[config.mk]
export PLATFORM = sky130hd
export DESIGN_NAME = decode_hazard_ctrl
export DESIGN_NICKNAME = d
export VERILOG_FILES = /design/src/rtl/decode_hazard_ctrl.sv
export SDC_FILE = /design/constraint.sdc
export NUM_CORES = 1
export LEC_CHECK = 0
export BUFFER_PORTS_ARGS = -buffer_cell sky130_fd_sc_hd__buf_2
export CAP_MARGIN = 10
export CORE_ASPECT_RATIO = 1.75
export CORE_UTILIZATION = 55
export CTS_CLUSTER_DIAMETER = 80
export DETAILED_ROUTE_END_ITERATION = 12
export MAX_ROUTING_LAYER = met4
export PLACE_DENSITY = 0.84
export SLEW_MARGIN = 15
export SYNTH_ARGS = -nofsm -noshare
export SYNTH_HDL_FRONTEND = slang
export SYNTH_SLANG_ARGS = --single-unit
[constraint.sdc]
create_clock -name clk -period 4.4 [get_ports clk]
set_input_delay 0.88 -clock clk [delete_from_list [all_inputs] [get_ports clk]]
set_output_delay 0.88 -clock clk [all_outputs]
set_load 0.02 [all_outputs]
[src/rtl/decode_hazard_ctrl.sv]
// ID-stage hazard sequencer: load-use interlock, CSR serialization drain and
// post-redirect flush window, plus a free-running stall-cycle counter.
//
// state     | meaning
// RUN       | normal issue; load-use and CSR entry decided combinationally
// CSR_DRAIN | CSR held in ID while older instructions drain (cnt bubbles left)
// FLUSH     | wrong-path window after an EX redirect (cnt cycles left)
module decode_hazard_ctrl #(
  parameter int REG_ADDR_W   = 5,
  parameter int CSR_LAT      = 2,
  parameter int FLUSH_CYCLES = 1,
  parameter int CNT_W        = 32
) (
  input  logic                  clk,
  input  logic                  rst,
  input  logic                  id_valid,
  input  logic [REG_ADDR_W-1:0] id_rs1,
  input  logic [REG_ADDR_W-1:0] id_rs2,
  input  logic                  id_uses_rs1,
  input  logic                  id_uses_rs2,
  input  logic                  id_is_csr,
  input  logic                  ex_valid,
  input  logic [REG_ADDR_W-1:0] ex_rd,
  input  logic                  ex_is_load,
  input  logic                  ex_redirect,
  output logic                  stall_if,
  output logic                  stall_id,
  output logic                  flush_id,
  output logic                  flush_ex,
  output logic [CNT_W-1:0]      stall_count
);

  typedef enum logic [1:0] {
    RUN       = 2'd0,
    CSR_DRAIN = 2'd1,
    FLUSH     = 2'd2
  } state_t;

  // Reload values for cnt; the first bubble/flush cycle is spent in RUN.
  localparam logic [2:0] CSR_INIT = (CSR_LAT > 1) ? 3'(CSR_LAT - 2) : 3'd0;
  localparam logic [2:0] FL_INIT  = (FLUSH_CYCLES > 1) ? 3'(FLUSH_CYCLES - 2) : 3'd0;
  localparam bit         CSR_MULTI = (CSR_LAT > 1);
  localparam bit         FL_MULTI  = (FLUSH_CYCLES > 1);

  state_t     state, state_nx;
  logic [2:0] cnt, cnt_nx;
  logic       csr_armed, csr_armed_nx;
  logic       lu;
  logic       stall, fl_id, fl_ex;

  assign lu = id_valid & ex_valid & ex_is_load & (ex_rd != '0) &
              ((id_uses_rs1 & (id_rs1 == ex_rd)) | (id_uses_rs2 & (id_rs2 == ex_rd)));

  always_ff @(posedge clk or posedge rst) begin
    if (rst) begin
      state     <= RUN;
      cnt       <= 3'd0;
      csr_armed <= 1'b0;
    end else begin
      state     <= state_nx;
      cnt       <= cnt_nx;
      csr_armed <= csr_armed_nx;
    end
  end

  always_comb begin
    state_nx     = state;
    cnt_nx       = cnt;
    csr_armed_nx = csr_armed;
    stall        = 1'b0;
    fl_id        = 1'b0;
    fl_ex        = 1'b0;
    unique case (state)
      RUN, CSR_DRAIN: begin
        if (ex_redirect) begin
          fl_id        = 1'b1;
          fl_ex        = 1'b1;
          csr_armed_nx = 1'b0;
          if (FL_MULTI) begin
            state_nx = FLUSH;
            cnt_nx   = FL_INIT;
          end else begin
            state_nx = RUN;
          end
        end else if (state == CSR_DRAIN) begin
          stall = 1'b1;
          fl_ex = 1'b1;
          if (cnt == 3'd0) begin
            csr_armed_nx = 1'b1;
            state_nx     = RUN;
          end else begin
            cnt_nx = cnt - 3'd1;
          end
        end else if (id_valid & id_is_csr & ~csr_armed) begin
          stall = 1'b1;
          fl_ex = 1'b1;
          if (CSR_MULTI) begin
            state_nx = CSR_DRAIN;
            cnt_nx   = CSR_INIT;
          end else begin
            csr_armed_nx = 1'b1;
          end
        end else if (lu) begin
          stall = 1'b1;
          fl_ex = 1'b1;
        end else if (id_valid & csr_armed) begin
          // armed CSR leaves ID this cycle
          csr_armed_nx = 1'b0;
        end
      end
      FLUSH: begin
        fl_id = 1'b1;
        if (ex_redirect) begin
          fl_ex  = 1'b1;
          cnt_nx = FL_INIT;
        end else if (cnt == 3'd0) begin
          state_nx = RUN;
        end else begin
          cnt_nx = cnt - 3'd1;
        end
      end
      default: begin
        state_nx = RUN;
        cnt_nx   = 3'd0;
      end
    endcase
  end

  // Outputs are forced quiet while reset is held, whatever the inputs show.
  assign stall_if = stall & ~rst;
  assign stall_id = stall & ~rst;
  assign flush_id = fl_id & ~rst;
  assign flush_ex = fl_ex & ~rst;

  always_ff @(posedge clk or posedge rst) begin
    if (rst) begin
      stall_count <= '0;
    end else if (stall_id) begin
      stall_count <= stall_count + CNT_W'(1);
    end
  end

endmodule

==> key figures <==
Run
  – Maxcap violations: 0

Synth
  – Gate Count Post-Synth: 213
  – Number of synthesized flops with an enable pin: 0
  – Avg Inst Size Synth: 9.710 µm²
  – Post-synthesis register bit count: 38
  – Cell variety after synth: 35
  – Syn nets: 240
  – Synthesis warning total: 0
  – Seq/Total Area, Yosys: 45.98%
  – Synth Flop Type: dfrtp_1
  – Synth async-reset ratio: 100.0%
  – Synthesized area: 0.002068 mm²

Global route
  – Vias in the first global route: 1775
  – Largest net degree at the start of global routing: 34
  – Global-route wire length before repair: 7555 µm
  – Tot GR Track Use: 24.93%
  – Antenna violations before repair: 0
  – GRT Residual Overflow: 0

Setup path
  – Slowest CP cell: o22ai_1
  – CP dominant cell by count: buf_2
  – Crit path launch type: primary input
  – CP max stage delay: 0.30 ns
  – Crit-path max FO: 33
  – Crit path capture type: primary output
  – Worst EP required: ~3.5 ns
  – Cell Chain, Critical Path: buf_2 -> xnor2_1 -> nand4_1 -> o22ai_1 -> a31oi_2 -> buf_4 -> inv_1 -> buf_2
  – Critical path buffers and inverters: 4
  – Setup CP Type: primary input to primary output
  – Crit path DAT: 2.34 ns
  – Top cell family by delay on the critical path: buffers and inverters

Floorplan
  – Standard-cell rows: 29
  – Initial Util: 57.58%
  – Die Y: 83.12 µm
  – Core area: 0.003592 mm²
  – I/O pin cnt: 60
  – Die area: 0.004019 mm²
  – Chip width: 48.36 µm

STA
  – Smallest setup slack after layout: 1.180 ns
  – Hold Fails Final Rpt: 0
  – Tcrit/Tclk final: around three quarters
  – Slew @ Worst Pin: about 0.66 ns
  – Total negative slack: 0 ns
  – Fmax: 0.3105 GHz
  – Fin crit period: between 3 and 4 ns
  – RSZ-0062 raised after global routing: false
  – Final Skew: 0.009894 ns
  – Worst hold slack: 0.4718 ns
  – Slew headroom: 55.87%
  – # setup viols final: 0
  – Max-slew violations: 0

Detailed routing
  – Pre-antenna DRT Iters: 4
  – DR vias: 1763
  – Initial DRC count: 30
  – Vias per cell: 5.475
  – Antenna-violating nets left: 0
  – # DRC: 0
  – Drt wl/cell: between 10 and 15 µm
  – Final WL: 4378 µm

Finish
  – Area Overhead vs Synth: 20.15%
  – Most common cell after layout, fill and taps aside: buf_2
  – Layout Utilization: slightly below 70%
  – Diodes inserted: 0
  – Commonest cells after routing, fill and taps aside: 59 x buf_2, 38 x dfrtp_1, 25 x xor2_1
  – Seq. cell area: 950.9 µm²
  – Share of layout cells above drive strength 1: 28.62%
  – Area occupied by multi-input gates: 0.001030 mm²
  – # fillers: 285
  – Layout Nets: 302
  – Non-filler cells, final: 322

Run status
  – Status: completed

Pwr
  – PwrDens: 349.6 mW/mm²
  – Maximum vdd drop: 0.0002939 V
  – P_leak: between 1 and 1.5 nW

Clocking
  – TritonCTS clock tree: built
  – Hold_buf cts: 0
  – Total CTS buffers: 5
  – Worst skew pair latency: 0.29 ns
  – Sinks on Clock Net: 38
  – Post-CTS Resized: 0
  – Max Root-Sink Buffers: 2
  – H-tree level count: 2
  – Post-CTS setup buffer count: 0
  – Root Driver: clkbuf_8
  – Clk slew on worst S/H paths: roughly 0.07 ns

Worst hold path
  – Worst hold-check path type: register to register

Placed design
  – GP Congestion: 0.7685
  – Port bufs: 59
  – DP HPWL: 3216 µm
  – Post-place setup slack: 1.197 ns
  – Placed cell count: 314
## registers in the layout (all words and copies together), names as in the netlist
register	count
cnt	3
csr_armed	1
stall_count	32
state	2
## per-layer routing
metal | part of all wire (%) | global-route usage (%)
met1 | 39 | 27.26
met2 | 52 | 40.97
met3 | 5.8 | 4.945
met4 | 2.8 | 15.51
met5 | 0 | -
## cell usage after synthesis, types with 2 or more instances
library cell | instances | area [µm²]
dfrtp_1 | 38 | 950.9
xor2_1 | 25 | 219.0
nand2_1 | 22 | 82.58
nor2_1 | 22 | 82.58
xnor2_1 | 16 | 140.1
nor3_1 | 15 | 75.07
inv_1 | 12 | 45.04
nand3_1 | 9 | 45.04
nand4_1 | 9 | 56.30
a21oi_1 | 5 | 25.02
nor4_1 | 4 | 25.02
nor4_2 | 4 | 50.05
ha_1 | 3 | 37.54
nand2b_1 | 3 | 18.77
o21ai_0 | 3 | 15.01
buf_6 | 2 | 22.52
clkbuf_1 | 2 | 7.510
o22ai_1 | 2 | 12.51
## cells by family after synthesis
family	Yosys count	synth area share, %
AOI/OAI and AO/OA	15	4.779
adders and majority gates	3	1.815
xor gates and xnor gates	41	17.36
buffers and inverters	18	4.235
DFF	38	45.98
muxes	1	0.5444
and+or+nand+nor	97	25.29
## where the power goes
group	switching, W	internal, W	leakage, nW
Clock	0.000119	0.000126	0.0482
Sequential	0.0000502	0.000385	0.480
Combinational	0.000113	0.0000751	0.703
## layout make-up
class | count | share of cell area, %
repair buffers | 61 | 12.49
multi-input cells | 157 | 41.44
flip-flops and latches | 38 | 38.27
clock buffers | 7 | 3.474
clock inverters | 1 | 0.2014
inverters | 12 | 1.813
well taps | 46 | 2.316
## worst paths after layout
check,from,endpoint,slack [ns],cells past startpoint
setup / recovery,ex_rd[0],stall_id,1.18,8
hold / removal,stall_count[31],stall_count[31],0.47,1
setup reg to reg,stall_count[0],stall_count[28],2.12,6
hold reg to reg,stall_count[31],stall_count[31],0.47,1
max in group asynchronous,rst,stall_count[9],3.07,3
min in group asynchronous,rst,state[0],0.61,2
## per-stage QoR
step	total power [W]	instance area, µm²
final	0.0008687	2485
after global routing	0.0009138	2485
after CTS	0.0008781	2485
after detailed placement	0.0006309	2394
after global placement	0.0006224	2394
after floorplan	0.0005559	2068
Power figures use the tool's default switching activity.
